## src/rtl/mem_stage_ctrl.sv

```systemverilog
// mem_stage_ctrl: MEM-stage data-cache controller.
// Takes the EXE/MEM latch outputs, issues one dcache read or write per
// memory instruction and holds the pipeline frozen until the access is done.
// Load data is aligned and then sign- or zero-extended. Store data is shifted
// into its byte lanes, and the matching byte enables are generated.
//
// Ports:
//   CLK, nRST          clock, asynchronous active-low reset
//   dREN_mem/dWEN_mem  load/store request from the EXE/MEM latch
//   aluout_mem         effective byte address
//   rdata2_mem         store data, held in the low bits
//   funct3_mem         access size and signedness
//   dmemREN/dmemWEN    dcache request, held until dhit
//   dmemaddr           dword-aligned dcache address
//   dmemstore          store data shifted into its byte lanes
//   dmembyteen         store byte enables
//   dmemload, dhit     dcache read data and completion
//   freeze             stall to the upstream pipeline latches
//   mem_load_data      extended load result
//   mem_done           one-cycle pulse when the access completes
//   stall_cnt          saturating count of frozen cycles
//
// Optional build macro MISALIGN_TRAP_EN:
//   When it is defined, a misaligned access goes straight to DONE without a
//   dcache request, and misalign_trap is raised for that cycle.
//   When it is undefined, the offset is rounded down to natural alignment.
module mem_stage_ctrl #(
    parameter int unsigned STALL_CNT_W = 32
) (
    input  logic                   CLK,
    input  logic                   nRST,
    input  logic                   dREN_mem,
    input  logic                   dWEN_mem,
    input  logic [63:0]            aluout_mem,
    input  logic [63:0]            rdata2_mem,
    input  logic [2:0]             funct3_mem,
    output logic                   dmemREN,
    output logic                   dmemWEN,
    output logic [63:0]            dmemaddr,
    output logic [63:0]            dmemstore,
    output logic [7:0]             dmembyteen,
    input  logic [63:0]            dmemload,
    input  logic                   dhit,
    output logic                   freeze,
    output logic [63:0]            mem_load_data,
    output logic                   mem_done,
`ifdef MISALIGN_TRAP_EN
    output logic                   misalign_trap,
`endif
    output logic [STALL_CNT_W-1:0] stall_cnt
);

    typedef enum logic [1:0] {S_IDLE, S_REQ, S_DONE} state_e;

    state_e                 state_q, state_d;
    logic                   ren_q, ren_d, wen_q, wen_d;
    logic [63:0]            addr_q, addr_d, store_q, store_d, data_q, data_d;
    logic [7:0]             byteen_q, byteen_d;
    logic [2:0]             f3_q, f3_d, off_q, off_d;
    logic                   trap_q, trap_d;
    logic [STALL_CNT_W-1:0] cnt_q, cnt_d;

    logic [2:0]  size_m1, off_raw, off_eff;
    logic [7:0]  lane_en;
    logic [63:0] store_raw, load_shift, load_ext;

    // Size decode for the incoming instruction (funct3 111 falls into the D case)
    always_comb begin
        off_raw = aluout_mem[2:0];
        case (funct3_mem[1:0])
            2'b00: begin size_m1 = 3'd0; lane_en = 8'h01; store_raw = {56'd0, rdata2_mem[7:0]};  end
            2'b01: begin size_m1 = 3'd1; lane_en = 8'h03; store_raw = {48'd0, rdata2_mem[15:0]}; end
            2'b10: begin size_m1 = 3'd3; lane_en = 8'h0F; store_raw = {32'd0, rdata2_mem[31:0]}; end
            default: begin size_m1 = 3'd7; lane_en = 8'hFF; store_raw = rdata2_mem;            end
        endcase
        // Misaligned offsets are rounded down; the trap build never issues them
        off_eff = off_raw & ~size_m1;
    end

    // Load extraction from the registered size and offset
    always_comb begin
        load_shift = dmemload >> {off_q, 3'b000};
        case (f3_q[1:0])
            2'b00:   load_ext = f3_q[2] ? {56'd0, load_shift[7:0]}  : {{56{load_shift[7]}},  load_shift[7:0]};
            2'b01:   load_ext = f3_q[2] ? {48'd0, load_shift[15:0]} : {{48{load_shift[15]}}, load_shift[15:0]};
            2'b10:   load_ext = f3_q[2] ? {32'd0, load_shift[31:0]} : {{32{load_shift[31]}}, load_shift[31:0]};
            default: load_ext = load_shift;
        endcase
    end

    // Next-state, freeze/done decode and stall counter
    always_comb begin
        state_d  = state_q;
        ren_d    = ren_q;
        wen_d    = wen_q;
        addr_d   = addr_q;
        store_d  = store_q;
        byteen_d = byteen_q;
        f3_d     = f3_q;
        off_d    = off_q;
        data_d   = data_q;
        trap_d   = trap_q;
        cnt_d    = cnt_q;
        freeze   = 1'b0;
        mem_done = 1'b0;

        case (state_q)
            S_IDLE: begin
                if (dREN_mem || dWEN_mem) begin
                    freeze   = 1'b1;
                    state_d  = S_REQ;
                    addr_d   = {aluout_mem[63:3], 3'b000};
                    f3_d     = funct3_mem;
                    off_d    = off_eff;
                    // A simultaneous load and store is treated as a store
                    ren_d    = dREN_mem & ~dWEN_mem;
                    wen_d    = dWEN_mem;
                    store_d  = dWEN_mem ? (store_raw << {off_eff, 3'b000}) : 64'd0;
                    byteen_d = dWEN_mem ? (lane_en << off_eff) : 8'd0;
`ifdef MISALIGN_TRAP_EN
                    if ((off_raw & size_m1) != 3'd0) begin
                        state_d  = S_DONE;
                        ren_d    = 1'b0;
                        wen_d    = 1'b0;
                        store_d  = 64'd0;
                        byteen_d = 8'd0;
                        data_d   = 64'd0;
                        trap_d   = 1'b1;
                    end
`endif
                end
            end
            S_REQ: begin
                freeze = 1'b1;
                // Once issued, the cache transaction always runs to dhit
                if (dhit) begin
                    if (ren_q) data_d = load_ext;
                    ren_d   = 1'b0;
                    wen_d   = 1'b0;
                    state_d = S_DONE;
                end
            end
            S_DONE: begin
                mem_done = 1'b1;
                trap_d   = 1'b0;
                state_d  = S_IDLE;
            end
            default: state_d = S_IDLE;
        endcase

        if (freeze && (cnt_q != {STALL_CNT_W{1'b1}})) cnt_d = cnt_q + STALL_CNT_W'(1);
    end

    always_ff @(posedge CLK or negedge nRST) begin
        if (!nRST) begin
            state_q  <= S_IDLE;
            ren_q    <= 1'b0;
            wen_q    <= 1'b0;
            addr_q   <= 64'd0;
            store_q  <= 64'd0;
            byteen_q <= 8'd0;
            f3_q     <= 3'd0;
            off_q    <= 3'd0;
            data_q   <= 64'd0;
            trap_q   <= 1'b0;
            cnt_q    <= '0;
        end else begin
            state_q  <= state_d;
            ren_q    <= ren_d;
            wen_q    <= wen_d;
            addr_q   <= addr_d;
            store_q  <= store_d;
            byteen_q <= byteen_d;
            f3_q     <= f3_d;
            off_q    <= off_d;
            data_q   <= data_d;
            trap_q   <= trap_d;
            cnt_q    <= cnt_d;
        end
    end

    assign dmemREN       = ren_q;
    assign dmemWEN       = wen_q;
    assign dmemaddr      = addr_q;
    assign dmemstore     = store_q;
    assign dmembyteen    = byteen_q;
    assign mem_load_data = data_q;
    assign stall_cnt     = cnt_q;
`ifdef MISALIGN_TRAP_EN
    assign misalign_trap = trap_q;
`else
    logic unused_trap;
    assign unused_trap = trap_q ^ (|size_m1) ^ (|off_raw);
`endif

endmodule

```

## config.mk

```make
export PLATFORM = sky130hd
export DESIGN_NAME = mem_stage_ctrl
export DESIGN_NICKNAME = d
export VERILOG_FILES = /design/src/rtl/mem_stage_ctrl.sv
export SDC_FILE = /design/constraint.sdc
export NUM_CORES = 1
export LEC_CHECK = 0
export BUFFER_PORTS_ARGS = -buffer_cell sky130_fd_sc_hd__buf_2
export CORE_MARGIN = 3
export CORE_UTILIZATION = 35
export DETAILED_ROUTE_END_ITERATION = 6
export PLACE_DENSITY = 0.6
export SYNTH_ARGS = -nofsm -noshare
export SYNTH_HDL_FRONTEND = slang
export SYNTH_SLANG_ARGS = --single-unit
```

## constraint.sdc

```tcl
create_clock -name CLK -period 1.9 [get_ports CLK]
set_input_delay 0.285 -clock CLK [delete_from_list [all_inputs] [get_ports CLK]]
set_output_delay 0.285 -clock CLK [all_outputs]
set_load 0.05 [all_outputs]
```

=== Word level (Yosys, flattened, before mapping) ===
Index checks and enable logic that the tools add are counted.

* Add/subtract/negate cells: 1
* Equality and inequality tests: 9
* Shift-type cells: 3
* Mux-type cells: 20
* Bitwise gates (word level): 4
* Reductions and logical operators: 10

{| class="wikitable"
|+ Operators with widths
! cell !! count
|-
| one-hot mux 64 bit (3 select lines) || 2
|-
| 2-to-1 mux 64 bit || 4
|-
| << shifter 64 x 6 -> 64 bit || 1
|-
| right shift 64 x 6 -> 64 bit || 1
|-
| adder 32 x 1 -> 32 bit, second input constant || 1
|-
| inequality test 32 bit, second input constant || 1
|-
| one-hot mux 8 bit (3 select lines) || 1
|-
| one-hot mux 3 bit (3 select lines) || 1
|-
| 2-to-1 mux 8 bit || 1
|-
| << shifter 8 x 3 -> 8 bit || 1
|-
| == test 2 x 1 -> 1 bit, second input constant || 3
|-
| == test 2 bit, second input constant || 3
|-
| logical NOT 2 bit || 3
|-
| one-hot mux 1 bit (2 select lines) || 3
|-
| AND reduction 3 bit || 2
|-
| 2-to-1 mux 1 bit || 5
|-
| 2-to-1 mux 2 bit || 2
|-
| inequality test 2 bit, second input constant || 2
|-
| one-hot mux 2 bit (2 select lines) || 1
|-
| AND reduction 2 bit || 2
|-
| AND 3 bit || 1
|-
| NOT 3 bit || 1
|-
| nonzero test 2 bit || 1
|-
| AND 1 bit || 1
|-
| other kinds (3) || 3
|}

* Bits in registers: 239
* Input port bits: 200
* Output and inout bits: 236

=== Longest topological paths before layout ===
* Depth in word-level cells: 6
* Depth in mapped cells: 9
* Gate-level depth less buffers: 6

=== Worst setup path after synthesis ===
Ideal clock, no wire load.

* Path kind: flip-flop to flip-flop
* From: register cnt_q[13] (netlist: stall_cnt[13])
* To: register cnt_q[1] (netlist: stall_cnt[1])
* Setup time: 0.125 ns
* Data arrival time: 2.233 ns
* Data required time: 1.775 ns
* Slack: -0.458 ns
* Cell stages (with the launch flop): 7
* Buffers on the path: 2
* Period minus slack after synthesis: 2.358 ns
* Cells stage by stage: dfrtp_1 nand4_2 or4b_1 buf_2 o31a_1 buf_6 mux2_4

* Word-level cells in the longest chain between the ends: 2

{| class="wikitable"
|+ Ends and longest elaborated chain
! element !! RTL line !! source
|-
| start, declared || 61 || <nowiki>logic [STALL_CNT_W-1:0] cnt_q, cnt_d;</nowiki>
|-
| start signal, assigned || 178 || <nowiki>cnt_q <= cnt_d;</nowiki>
|-
| inequality test 32 bit || 151 || <nowiki>if (freeze && (cnt_q != {STALL_CNT_W{1'b1}})) cnt_d = cnt_q + STALL_CNT_W'(1);</nowiki>
|-
| logical AND 1 bit || 151 ||
|}

No other way between the ends.
A chain may end at the register's enable or synchronous reset.

=== Worst setup path in the final report ===
* From: register off_q[1]
* To: register data_q[41] (netlist: mem_load_data[41])

* Word-level cells in the longest chain between the ends: 3

{| class="wikitable"
|+ Ends and longest elaborated chain
! element !! RTL line !! source
|-
| start, declared || 59 || <nowiki>logic [2:0] f3_q, f3_d, off_q, off_d;</nowiki>
|-
| start signal, assigned || 163 || <nowiki>off_q <= 3'd0;</nowiki>
|-
| start signal, assigned || 175 || <nowiki>off_q <= off_d;</nowiki>
|-
| right shift 64 x 6 -> 64 bit * || 82 || <nowiki>load_shift = dmemload >> {off_q, 3'b000};</nowiki>
|-
| 2-to-1 mux 64 bit (on tied branches) || 86, 84, 85 ||
|-
| one-hot mux 64 bit (3 select lines) * || 83 || <nowiki>case (f3_q[1:0])</nowiki>
|-
| end signal, assigned || 176 || <nowiki>data_q <= data_d;</nowiki>
|-
| end, declared || 57 || <nowiki>logic [63:0] addr_q, addr_d, store_q, store_d, data_q, data_d;</nowiki>
|}

Every way passes the cells marked *; elsewhere a longest branch is shown, timed or not.

==> impl_summary.txt <==
----------------------------------------------------
[Floorplan]
  Die span in y ... 190.3 µm
  Initial core utilization ... 36.00%
  Area of the die ... 36,220 µm²
  Num rows ... 66
  Number of primary I/O pins ... 436
  Die width ... 190.3 µm
  Placeable core region ... 33,030 µm²

[Min path]
  Min-Delay Path Class ... in2reg

[Drt]
  Remaining design rule violation count ... 0
  Vias post-DR ... 11,310
  First-pass DRT Iterations ... 5
  Per-cell routed wire length ... 20.77 µm
  DRC marker count from the first detailed-route iteration ... 668
  Overall routed net length ... 44.60 mm
  Number of antenna-violating nets in the routed design ... 0
  Number of vias per cell ... 5.266

[Logic synthesis]
  Cells taking the most area after synthesis ... dfrtp_1, mux2_2, mux2i_1
  FFs w/ async S/R, synth ... 100.0%
  Count of synthesis-stage warnings from yosys ... 0
  Fraction of the yosys area taken by sequential cells ... 50.30%
  Post-synth top flop ... dfrtp_1
  Synth cell count leaders ... dfrtp_1, o21ai_0, nand2_1
  Number of synthesized register bits ... 239
  Synthesized instance count ... 1,113
  Post-synth EDFFs ... 0
  Mean cell area of the mapped netlist ... 10.68 µm²
  Cell area after technology mapping ... 11,890 µm²
  Area share of the largest cell type after synthesis ... 50.30%
  Most numerous cell in the Yosys netlist ... dfrtp_1
  Cell taking the most area after synthesis ... dfrtp_1
  Number of distinct library cell variants in the gate-level netlist after synthesis ... 55

[Setup path]
  Critical Path RT ... 2340 ps
  Setup slack of the worst register-to-register path ... -50 ps
  Critical path endpoint ... mem_load_data[41]
  Kind of critical path ... reg2reg
  Number of cells on the worst reg-to-reg path ... 6
  Destination of the worst register-to-register timing path ... mem_load_data[41]
  Worst Setup End Kind ... flip-flop
  Worst R2R Start ... off_q[1]
  Startpoint of the worst setup timing path ... off_q[1]
  Maximum fanout along the worst path ... 15
  Data arrival time of the critical path ... 2390 ps
  Critical path launch point type ... flip-flop

[Power]
  Power density normalized to cell area ... 1887 nW/µm²
  Comb power frac ... 56.1%
  Sw Pwr ... 16.27 mW
  Total leakage power ... 8.316 nW
  Part of the total power dissipated in sequential elements ... 26.1%
  Internal power of the cells ... 16.41 mW
  Switching share of total power ... 49.78%
  Clock network power share ... 17.7%
  Pwr Total ... 32.68 mW
  Worst voltage drop across the vdd grid ... 1447 µV

[Global routing]
  Antenna violations before repair ... 8
  Via count of the first global-routing pass ... 11,710
  GR Util All Layers ... 23.60%
  First-pass GRT wire length ... 67.70 mm
  Pin count of the biggest net entering global routing ... 67
  Total congestion overflow ... 0

[Place]
  Port bufs ... 432
  Pre-CTS setup slack ... -137.0 ps
  Half-perimeter wire length of the detailed placement result ... 32.33 mm
  Final weighted congestion in routability-driven placement ... 0.8956
  Placed Instance Area ... 15,320 µm²

[Status]
  Result of the run ... finished, violations left
  Violated checks ... setup timing

[Run]
  Max-capacitance violation count ... 0

[Timing]
  Final setup violation count ... 32
  Final setup slack of the worst path ... -54.09 ps
  Number of pins exceeding their max-slew limit in the final report ... 0
  Post-Route Skew ... 7.763 ps
  Measured slew at the worst slew-check pin ... 526.4 ps
  Final Critical Period ... 1954 ps
  Worst hold margin ... 36.39 ps
  Post-route fraction of the period consumed by the critical path ... 102.8%
  Endpoints failing hold ... 0
  Tightest slew margin relative to the limit ... 64.87%
  Top achievable clock speed ... 511.7 MHz
  Unrepaired setup endpoints after global routing ... true

[Clocking]
  Clock latency on the worst-skew pair ... 560 ps
  Clock slew seen by the registers of the worst setup and hold paths ... 60 ps
  Clock tree from TritonCTS ... built
  Sink count of the clock tree ... 239
  H-tree level count ... 1
  Cell at the root of the clock tree ... clkbuf_16
  Number of buffers on the longest clock path ... 3
  Total clock buffers created by CTS ... 29

[Layout]
  Share of layout cells above drive strength 1 ... 46.15%
  Summed area of non-filler cells in the final layout ... 17,320 µm²
  Fill cell count ... 3,065
  Number of nets in the layout ... 1,879
  Layout overhead on the synthesized area ... 45.64%

----------------------------------------------------
-- worst max-delay path, stage by stage (launching register included) --
cell and delay [ps]:
dfrtp_4 460, mux2_2 370, or3_4 340, nand4_1 170, nand3_2 130, buf_12 170
o22a_1 180
-- cell usage in the layout (no fill, tap or decap), types with 4 or more instances in the layout --
cell type | Yosys | final
buf_12 | 0 | 14
mux2_2 | 88 | 88
clkinvlp_4 | 0 | 4
dlygate4sd3_1 | 0 | 68
xor2_1 | 18 | 18
xnor2_1 | 12 | 12
o21ai_1 | 2 | 9
o22ai_1 | 7 | 7
a2bb2oi_1 | 24 | 24
clkbuf_16 | 0 | 31
nand2b_1 | 11 | 11
a31oi_1 | 16 | 16
a22o_1 | 18 | 18
a21oi_2 | 0 | 12
dfrtp_1 | 239 | 213
mux2i_1 | 66 | 63
buf_4 | 7 | 101
clkbuf_8 | 0 | 7
inv_1 | 4 | 4
nor2b_1 | 6 | 6
nor2_1 | 70 | 67
and2_1 | 6 | 4
nor3_1 | 13 | 9
dfrtp_2 | 0 | 24
o21ai_0 | 117 | 109
and3_1 | 8 | 6
a21oi_1 | 61 | 49
a22oi_1 | 24 | 23
o21a_1 | 9 | 9
nand2_1 | 113 | 111
and4_1 | 6 | 4
clkinv_2 | 0 | 6
mux4_2 | 16 | 16
o22a_1 | 15 | 15
nand4_1 | 7 | 7
diode_2 | 0 | 4
buf_2 | 13 | 430
nand3_1 | 19 | 16
-- what timing repair did --
action | in CTS | in global routing
gates resized for setup | 20 | 25
hold buffers | 68 | 0
setup endpoints to repair | 76 | 89
endpoints found under the hold margin | 144 | 0
buffers inserted | 4 | 6
pin swaps | 7 | 12
gates cloned | 1 | 2
-- cell type report --
| class | instances | area [µm²] | area share, % |
|---|---|---|---|
| Antenna cell | 4 | 10.01 | 0.05780 |
| Clock buffer | 39 | 833.3 | 4.812 |
| Clock inverter | 15 | 167.7 | 0.9682 |
| Inverter | 6 | 22.52 | 0.1301 |
| Multi-Input combinational cell | 783 | 5709 | 32.97 |
| Sequential cell | 239 | 6018 | 34.75 |
| Tap cell | 442 | 553.0 | 3.194 |
| Timing Repair Buffer | 619 | 4003 | 23.11 |
-- power by group through the flow --
stage	logic, mW	registers [mW]	clock network [mW]
6_report	18.3	8.54	5.80
4_1_cts	18.1	8.52	5.92
2_1_floorplan	5.81	15.4	0
5_1_grt	19.3	8.80	6.14
3_5_place_dp	17.9	8.54	0
3_3_place_gp	17.7	8.49	0
-- metal layers --
layer	wire length, µm	vias up	track usage, %	part of all wire [%]
met5	68	-	0	0.15
met4	1336	10	7.338	3.0
met3	3935	87	6.783	8.8
met2	21460	473	39.62	48
met1	17800	5568	29.54	40
li1	-	5169	-	-
-- kinds of logic after synthesis --
family	synth area share [%]
AO/OA/AOI/OAI	15.96
XOR/XNOR	2.210
adder cells (fa/ha/maj)	0.1052
buffers and inverters	3.715
flip-flops	50.30
multiplexers	17.05
other	0.03154
AND/OR/NAND/NOR	10.63
-- flip-flops by register name (all words and copies together) (netlist names) --
register / count
stall_cnt: 32
dmembyteen: 8
dmemREN: 1
dmemWEN: 1
off_q: 3
f3_q: 3
mem_load_data: 64
state_q: 2
dmemstore: 64
dmemaddr: 61
-- worst min path at each step --
stage               endpoint  slack [ps]            from  cells after the start
2_1_floorplan        dmemREN         -10            nRST                      0
3_3_place_gp   dmemstore[28]         220            nRST                      1
3_5_place_dp   dmemstore[59]         220            nRST                      1
4_1_cts        dmemstore[45]           1  rdata2_mem[45]                      3
5_1_grt              dmemREN          30        dWEN_mem                      2
6_report       dmemstore[53]          40  rdata2_mem[53]                      3
-- stage by stage --
stage               setup TNS (ps)  util (%)  instances
floorplan                    -4208         -       1115
global placement             -1908     46.39       2008
detailed placement           -2823     46.39       2008
CTS                         -666.4     51.83       2135
global route                 -3869     52.41       2145
finish                      -890.9     52.42       2147
Note: power is estimated with default switching activity, not from simulation.
